## config.mk

```make
export PLATFORM = sky130hd
export DESIGN_NAME = mul4_mac_ctrl
export DESIGN_NICKNAME = d
export VERILOG_FILES = /design/src/rtl/muldiv4_pkg.sv /design/src/rtl/mul4.sv /design/src/rtl/mul4_mac_ctrl.sv
export SDC_FILE = /design/constraint.sdc
export NUM_CORES = 1
export LEC_CHECK = 0
export ABC_AREA = 1
export CORE_MARGIN = 4
export CORE_UTILIZATION = 35
export DETAILED_ROUTE_END_ITERATION = 12
export PLACE_DENSITY = 0.62
export SLEW_MARGIN = 20
export SYNTH_ARGS = -nofsm -noshare
export SYNTH_HDL_FRONTEND = slang
export SYNTH_SLANG_ARGS = --single-unit
```

## constraint.sdc

```tcl
create_clock -name clk -period 20.8 [get_ports clk]
set_clock_uncertainty 0.05 [all_clocks]
set_input_delay 2.08 -clock clk [delete_from_list [all_inputs] [get_ports clk]]
set_output_delay 2.08 -clock clk [all_outputs]
set_load 0.01 [all_outputs]
```

## src/rtl/muldiv4_pkg.sv

```systemverilog
// Shared definitions for the muldiv4 datapath: command encodings, the
// sequencing FSM states and the accumulator saturation limits.
package muldiv4_pkg;

   localparam int MUL_W = 8;

   typedef enum logic [1:0] {
      OP_MUL  = 2'b00,
      OP_MAC  = 2'b01,
      OP_CLR  = 2'b10,
      OP_READ = 2'b11
   } macOp_e;

   typedef enum logic [1:0] {
      ST_IDLE,
      ST_EXEC,
      ST_DONE
   } macState_e;

   // Clamp value for a width-bit accumulator; 'negative' selects the
   // lower bound and only matters in two's complement mode.
   function automatic logic [63:0] satLimit(input int width, input logic isSigned,
                                            input logic negative);
      logic [63:0] lim;
      if (!isSigned)
         lim = (64'd1 << width) - 64'd1;
      else if (negative)
         lim = ~((64'd1 << (width - 1)) - 64'd1);
      else
         lim = (64'd1 << (width - 1)) - 64'd1;
      return lim;
   endfunction

endpackage

```

## src/rtl/mul4.sv

```systemverilog
// 4x4 array multiplier, signed or unsigned; the 8-bit product is exact in
// both modes because the operands are extended before summing the rows.
module mul4 (
   input  logic [3:0] a,
   input  logic [3:0] b,
   input  logic       opsigned,
   output logic [7:0] p
);

   logic [7:0] aExt;
   logic [7:0] bExt;
   logic [7:0] rowSum;

   assign aExt = opsigned ? {{4{a[3]}}, a} : {4'b0000, a};
   assign bExt = opsigned ? {{4{b[3]}}, b} : {4'b0000, b};

   always_comb begin
      // NOTE: every variable written here gets a value before any branch,
      // otherwise synthesis infers a latch to hold the old value.
      rowSum = 8'd0;
      for (int i = 0; i < 8; i++) begin
         if (bExt[i])
            rowSum = rowSum + (aExt << i);
      end
   end

   assign p = rowSum;

endmodule

```

## src/rtl/mul4_mac_ctrl.sv

```systemverilog
// Front/back sequencing stage around mul4: takes one command, multiplies,
// optionally accumulates with saturation, and holds the result until taken.
module mul4_mac_ctrl
   import muldiv4_pkg::*;
#(
   parameter int ACC_W   = 10,
   parameter bit SAT_ACC = 1'b1
) (
   input  logic             clk,
   input  logic             rst_n,
   input  logic             in_valid,
   output logic             in_ready,
   input  logic [1:0]       in_op,
   input  logic [3:0]       in_a,
   input  logic [3:0]       in_b,
   input  logic             in_signed,
   output logic             out_valid,
   input  logic             out_ready,
   output logic [ACC_W-1:0] out_res,
   output logic             out_ovf,
   output logic             out_zero
);

   macState_e        state;
   macState_e        nextState;
   macOp_e           opReg;
   logic [3:0]       aReg;
   logic [3:0]       bReg;
   logic             sgnReg;
   logic [MUL_W-1:0] prod;

   logic [ACC_W-1:0] acc;
   logic             ovf;
   logic [ACC_W-1:0] resReg;

   logic [ACC_W-1:0] pe;
   logic [ACC_W:0]   sum;
   logic             macOvf;
   logic [ACC_W-1:0] macVal;
   logic [ACC_W-1:0] accNext;
   logic [ACC_W-1:0] resNext;
   logic             ovfNext;

   mul4 uMul (
      .a        (aReg),
      .b        (bReg),
      .opsigned (sgnReg),
      .p        (prod)
   );

   always_ff @(posedge clk or negedge rst_n) begin
      // NOTE: state registers use non-blocking assignment so every flop
      // samples pre-edge values regardless of statement order.
      if (!rst_n) state <= ST_IDLE;
      else        state <= nextState;
   end

   always_comb begin
      nextState = state;
      case (state)
         ST_IDLE: if (in_valid)  nextState = ST_EXEC;
         ST_EXEC:                nextState = ST_DONE;
         ST_DONE: if (out_ready) nextState = ST_IDLE;
         default:                nextState = ST_IDLE;
      endcase
   end

   // Product extension and the one-bit-wider sum that exposes the carry.
   assign pe  = sgnReg ? {{(ACC_W-MUL_W){prod[MUL_W-1]}}, prod}
                       : {{(ACC_W-MUL_W){1'b0}}, prod};
   assign sum = {1'b0, acc} + {1'b0, pe};

   assign macOvf = sgnReg ? ((acc[ACC_W-1] == pe[ACC_W-1]) && (sum[ACC_W-1] != acc[ACC_W-1]))
                          : sum[ACC_W];
   assign macVal = (macOvf && SAT_ACC) ? ACC_W'(satLimit(ACC_W, sgnReg, acc[ACC_W-1]))
                                       : sum[ACC_W-1:0];

   always_comb begin
      resNext = resReg;
      accNext = acc;
      ovfNext = ovf;
      case (opReg)
         OP_MUL:  resNext = pe;
         OP_MAC: begin
            accNext = macVal;
            resNext = macVal;
            ovfNext = ovf | macOvf;
         end
         OP_CLR: begin
            accNext = '0;
            resNext = '0;
            ovfNext = 1'b0;
         end
         OP_READ: resNext = acc;
         default: ;
      endcase
   end

   always_ff @(posedge clk or negedge rst_n) begin
      // NOTE: operand registers are reset too so the multiplier never sees X
      // and the held result after reset is a defined zero.
      if (!rst_n) begin
         opReg  <= OP_MUL;
         aReg   <= '0;
         bReg   <= '0;
         sgnReg <= 1'b0;
         acc    <= '0;
         ovf    <= 1'b0;
         resReg <= '0;
      end else begin
         if (state == ST_IDLE && in_valid) begin
            opReg  <= macOp_e'(in_op);
            aReg   <= in_a;
            bReg   <= in_b;
            sgnReg <= in_signed;
         end
         if (state == ST_EXEC) begin
            acc    <= accNext;
            ovf    <= ovfNext;
            resReg <= resNext;
         end
      end
   end

   assign in_ready  = (state == ST_IDLE);
   assign out_valid = (state == ST_DONE);
   assign out_res   = resReg;
   assign out_zero  = (resReg == '0);
   assign out_ovf   = ovf;

endmodule

```

# [Yosys cells after proc, flatten, opt, wreduce, memory -nomap -nowiden]
# Cells that the tools add are included.
# W data, S select, Z words.
[totals] register_bits=34 latch_bits=0 mem_bits_rw=0 mem_bits_ro=0 inputBits=15 out_inout_bits=14 mem_count=0
[op_classes] n_addsub=8 multipliers=0 n_div=0 order_cmp=0 n_eq_ne=9 n_shift=0 n_mux=21 bitwise=1 n_reduce_logical=8
[ops] operator="$mux W8" count=10
[ops] operator="$add A8 B8 Y8" count=7
[ops] operator="$mux W10" count=4
[ops] operator="$pmux W10 S4" count=1
[ops] operator="$pmux W10 S2" count=1
[ops] operator="$add A10 B10 Y11" count=1
[ops] operator="$logic_not A10 Y1" count=1
[ops] operator="$eq A2 B2 Y1 const B" count=3
[ops] operator="$pmux W2 S3" count=1
[ops] operator="$eq A2 B1 Y1 const B" count=2
[ops] operator="$logic_not A2 Y1" count=2
[ops] operator="$mux W2" count=2
[ops] operator="$reduce_and A2 Y1" count=2
[ops] operator="$logic_and A1 B1 Y1" count=2
[ops] operator="$ne A2 B1 Y1 const B" count=1
[ops] operator="$ne A2 B2 Y1 const B" count=1
[ops] operator="$pmux W1 S2" count=1
[ops] operator="$reduce_bool A2 Y1" count=1
[ops] operator="$eq A1 B1 Y1" count=1
[ops] operator="$mux W1" count=1
[ops] operator="$ne A1 B1 Y1" count=1
[ops] operator="$or A1 B1 Y1" count=1

# [Depth between registers and ports, before layout]
[depth] ltp_word=23 depth_mapped=57 depth_no_buf=57

# [Cells and area by module]
# From an unflattened synthesis, not the netlist that was laid out.
[hier_totals] hier_cells=502 hier_area_um2=3374.5
[modules_own_cells] mod="mul4_mac_ctrl" n_inst=1 cells_per_inst=307 area_per_inst_um2=2195.9 seq_area_each_um2=850.8
[modules_own_cells] mod="mul4" n_inst=1 cells_per_inst=195 area_per_inst_um2=1178.6 seq_area_each_um2=0.0

# [Worst setup path after synthesis]
# No wires, ideal clock.
[synth_path] path_type="reg2reg" startpoint="reg aReg[1]" endpoint="reg resReg[9] (netlist: out_res[9])" setup_ps=118 arrival_time_ps=7405 required_ps=20632 setup_slack_ps=13227 path_stages_with_launch=50 path_buffers=0 path_cell_list="dfrtp_1 -> nand2_1 -> inv_1 -> ha_1 -> inv_1 -> fa_1 -> xor2_1 -> o21ai_0 -> fa_1 -> nand2_1 -> nand2_1 -> ha_1 -> fa_1 -> or2_2 -> nand2_1 -> inv_1 -> ha_1 -> fa_1 -> (+14 left out) -> nand2_2 -> nand2_2 -> a21oi_1 -> ha_1 -> nand2_1 -> inv_1 -> a21oi_2 -> nand3_2 -> nand2_2 -> nand2_4 -> nor2_8 -> nand2_1 -> nand3_1 -> nand2_1 -> nand2_1 -> nand2_1 -> nand2_1 -> nand2_1"
[synth_via] elab_chain_len=23
[synth_lines] item="start: declaration" line_no="mul4_mac_ctrl.sv:27" rtl="logic [3:0] aReg;"
[synth_lines] item="start signal: assignment" line_no="mul4_mac_ctrl.sv:113" rtl="aReg <= in_a;"
[synth_lines] item="$mux W8 *" line_no="mul4.sv:14" rtl="assign aExt = opsigned ? {{4{a[3]}}, a} : {4'b0000, a};"
[synth_lines] item="$mux W8" line_no="mul4.sv:22" rtl="if (bExt[i])"
[synth_lines] item="$add A8 B8 Y8" line_no="mul4.sv:23" rtl="rowSum = rowSum + (aExt << i);"
[synth_lines] item="$mux W8" line_no="mul4.sv:22"
[synth_lines] item="$add A8 B8 Y8" line_no="mul4.sv:23"
[synth_lines] item="$mux W8" line_no="mul4.sv:22"
[synth_lines] item="$add A8 B8 Y8" line_no="mul4.sv:23"
[synth_lines] item="$mux W8" line_no="mul4.sv:22"
[synth_lines] item="(+7 left out)"
[synth_lines] item="$mux W8 *" line_no="mul4.sv:22"
[synth_lines] item="$mux W10 *" line_no="mul4_mac_ctrl.sv:69" rtl="assign pe = sgnReg ? {{(ACC_W-MUL_W){prod[MUL_W-1]}}, prod}"
[synth_lines] item="$add A10 B10 Y11" line_no="mul4_mac_ctrl.sv:71" rtl="assign sum = {1'b0, acc} + {1'b0, pe};"
[synth_lines] item="$ne A1 B1 Y1" line_no="mul4_mac_ctrl.sv:73" rtl="assign macOvf = sgnReg ? ((acc[ACC_W-1] == pe[ACC_W-1]) && (sum[ACC_W-1] != acc[ACC_W-1]))"
[synth_lines] item="$logic_and A1 B1 Y1" line_no="mul4_mac_ctrl.sv:73"
[synth_lines] item="$mux W1" line_no="mul4_mac_ctrl.sv:73"
[synth_lines] item="$mux W10" line_no="mul4_mac_ctrl.sv:75" rtl="assign macVal = (macOvf && SAT_ACC) ? ACC_W'(satLimit(ACC_W, sgnReg, acc[ACC_W-1]))"
[synth_lines] item="$pmux W10 S4 *" line_no="mul4_mac_ctrl.sv:82" rtl="case (opReg)"
[synth_lines] item="end signal: assignment" line_no="mul4_mac_ctrl.sv:120" rtl="resReg <= resNext;"
[synth_lines] item="end: declaration" line_no="mul4_mac_ctrl.sv:34" rtl="logic [ACC_W-1:0] resReg;"
# Mark *: on every way between the ends. The rest lies on a longest branch, timed or not.
# A chain may end at the register's enable or synchronous reset.

# [Worst setup path in the final report]
[layout_path] startpoint="reg aReg[1]" endpoint="reg resReg[2] (netlist: out_res[2])"
# Same word-level chain as after synthesis.

==> metrics.cfg <==
[synth]
synthMuxAreaShare_pct = 0
yosysSeqAreaShare_pct = 25.8
synthSimpleGateAreaFrac_pct = 37.0
synth_top_family_by_area = simple AND/OR/NAND/NOR gates
synth-edff-count = 0
async_flop_share_pct = 100
synth_top_area_cell = dfrtp_1
yosys-top-cells-area = dfrtp_1 (26%), nand2_1 (20%), ha_1 (13%)
synth-xor-area-share_pct = 3.19
yosys.area.top_type_share_pct = 25.8
syn_nets = 542
synthCells = 488
ys_types = 37
synth_common_cells = nand2_1 (180), inv_1 (51), nand3_1 (35)
synth_compound_area_share_pct = 10.4
synth_fa_ha_area_share_pct = 16.2
yosysMostFrequentCell = nand2_1
synth_area_um2 = 3300
yosys_warnings = 0
syn_avg_cell_area_um2 = 6.76
ys_seq_elements = 34
synthFlopType = dfrtp_1

[sta]
fmax_mhz = 119
relSlewSlack_pct = 47.0
setup_viol = 0
setup-tns-final_ns = 0
slew_violations = 0
rsz0062_at_grt = no
tightest_slew_ns = 0.795
period_needed_ns = 8.43
fin_crit_sh_pct = 40.5
finalHoldViolCount = 0

[worst_setup_path]
required_ns = 20.97
end_kind = flop
slowest_stage = dfrtp_1
arrival_ns = 8.61
critPathMaxFanout = 14
max_stage_delay_ns = 0.70
cp_common_cell = nand2_1
criticalPathCategory = flop to flop
critical_path.startpoint_type = flop

[floorplanning]
fp.dieH_um = 105
core_area_um2 = 9200
io_pins = 29
num_rows = 35
initial_utilization_pct = 35.9
die_width_um = 105
dieArea_um2 = 11000

[job]
cap_violations = 0

[global_routing]
grt_usage_pct = 15.9
grt_max_degree = 35
antenna_found_initial = 0
grt_pass1_vias = 2972
grt_overflow = 0
grt_pass1_wl_mm = 14.2

[clock_network]
cts_tree = done
root_buffer = clkbuf_8
hold_buffers = 0
clockBufferDepth = 2
cts.sinks = 34
clkTransAtPathRegs_ns = 0.08
htreeDepth = 2
cts_buffers = 5
clkLatencyLatePin_ns = 0.30
cts_setup_buffers = 0
cts_resized = 0

[detailed_routing]
drtIter0Drc = 137
wl_per_cell_um = 13.6
drtAntennaViolNets = 0
vias = 3134
first_pass_iters = 4
drc = 0
viasPerCell = 4.97
totalWireLength_mm = 8.55

[layout]
final_area_um2 = 3830
syn2layout_area_growth_pct = 16.0
final_cells = 630
n_antenna_cell = 0
finalNetCount = 572
drive_gt1_share_pct = 7.71

[placed_design]
io_buffer_count = 28
place_inst = 622
place_congestion = 0.882
dp_hpwl_mm = 6.81
placed_area_um2 = 3690

[outcome]
outcome = completed

[hold_path]
hp-class = flop to flop

-- metal layers --
metal	share of wire, %	vias up	GRT usage (%)
li1	-	1631	-
met1	50	1435	22.2
met2	45	59	25.7
met3	3.8	9	2.47
met4	1.6	0	4.22
met5	0	-	0
-- flip-flops by register name, summed over array words and instances (netlist names) --
| signal | flops |
|---|---|
| opReg | 2 |
| sgnReg | 1 |
| state | 2 |
| out_res | 10 |
| bReg | 4 |
| acc | 10 |
| out_ovf | 1 |
| aReg | 4 |
-- worst max-delay path, delay by kind of cell, from the launching register on --
family | cells | cell delay, ns
compound gates | 8 | 1.56
simple gates | 17 | 2.04
fa+ha+maj | 11 | 3.42
flops | 1 | 0.70
xor+xnor | 1 | 0.17
buf+inv | 7 | 0.44
-- layout make-up --
cell class | instances | area [um2]
clock buffer | 5 | 68.8
timing repair buffer | 28 | 275
tap | 111 | 139
inverter | 59 | 221
multi-input combinational | 390 | 2200
fill | 980 | 5370
clock inverter | 3 | 68.8
sequential | 34 | 851
-- per-stage QoR --
| stage | utilization (%) | setup slack [ns] | hold WS (ns) |
|---|---|---|---|
| 6_report | 41.6 | 12.37 | 0.460 |
| 5_1_grt | 41.6 | 11.57 | 0.490 |
| 4_1_cts | 41.6 | 12.31 | 0.462 |
| 3_5_place_dp | 40.1 | 12.34 | 0.437 |
| 3_3_place_gp | 40.1 | 12.58 | 0.435 |
| 2_1_floorplan | - | 13.23 | 0.414 |
-- path summary, 6_finish.rpt --
path	startpoint	to	slack, ns	cells after the start
max in group asynchronous	rst_n	bReg[2]$_DFFE_PN0P_	18.38	1
hold / removal	out_res[9]$_DFFE_PN0P_	out_res[9]$_DFFE_PN0P_	0.46	2
setup reg to reg	aReg[1]$_DFFE_PN0P_	out_res[2]$_DFFE_PN0P_	12.37	44
min in group asynchronous	rst_n	acc[5]$_DFFE_PN0P_	1.81	1
setup / recovery	aReg[1]$_DFFE_PN0P_	out_res[2]$_DFFE_PN0P_	12.37	44
hold reg to reg	out_res[9]$_DFFE_PN0P_	out_res[9]$_DFFE_PN0P_	0.46	2
-- cells by family after synthesis --
group	after synthesis
xor gates and xnor gates	12
AOI/OAI and AO/OA	63
buffers and inverters	64
DFF	34
adders and majority gates	39
and+or+nand+nor	276
-- cell usage in the layout, fill, tap and decap left out, drive strengths merged --
cell type,netlist,routed
nor3,1,1
xnor2,6,6
o21a,1,1
or2,4,4
inv,57,57
clkbuf,3,5
nand3b,5,5
nor2,28,28
nand2,192,192
o21bai,1,1
o211ai,2,2
o22ai,1,1
dfrtp,34,34
clkdlybuf4s50,0,27
a21oi,23,23
nor4,2,2
buf,2,1
ha,33,33
nand3,40,40
a21boi,1,1
xor2,6,6
a31oi,1,1
o21ai,31,31
bufinv,0,2
and2,1,1
nand4,3,3
a32o,2,2
clkinv,2,3
fa,6,6
Power is left out: the tool's default activity adds up to more than one toggle a clock period on the data nets, which glitch-free logic cannot reach.
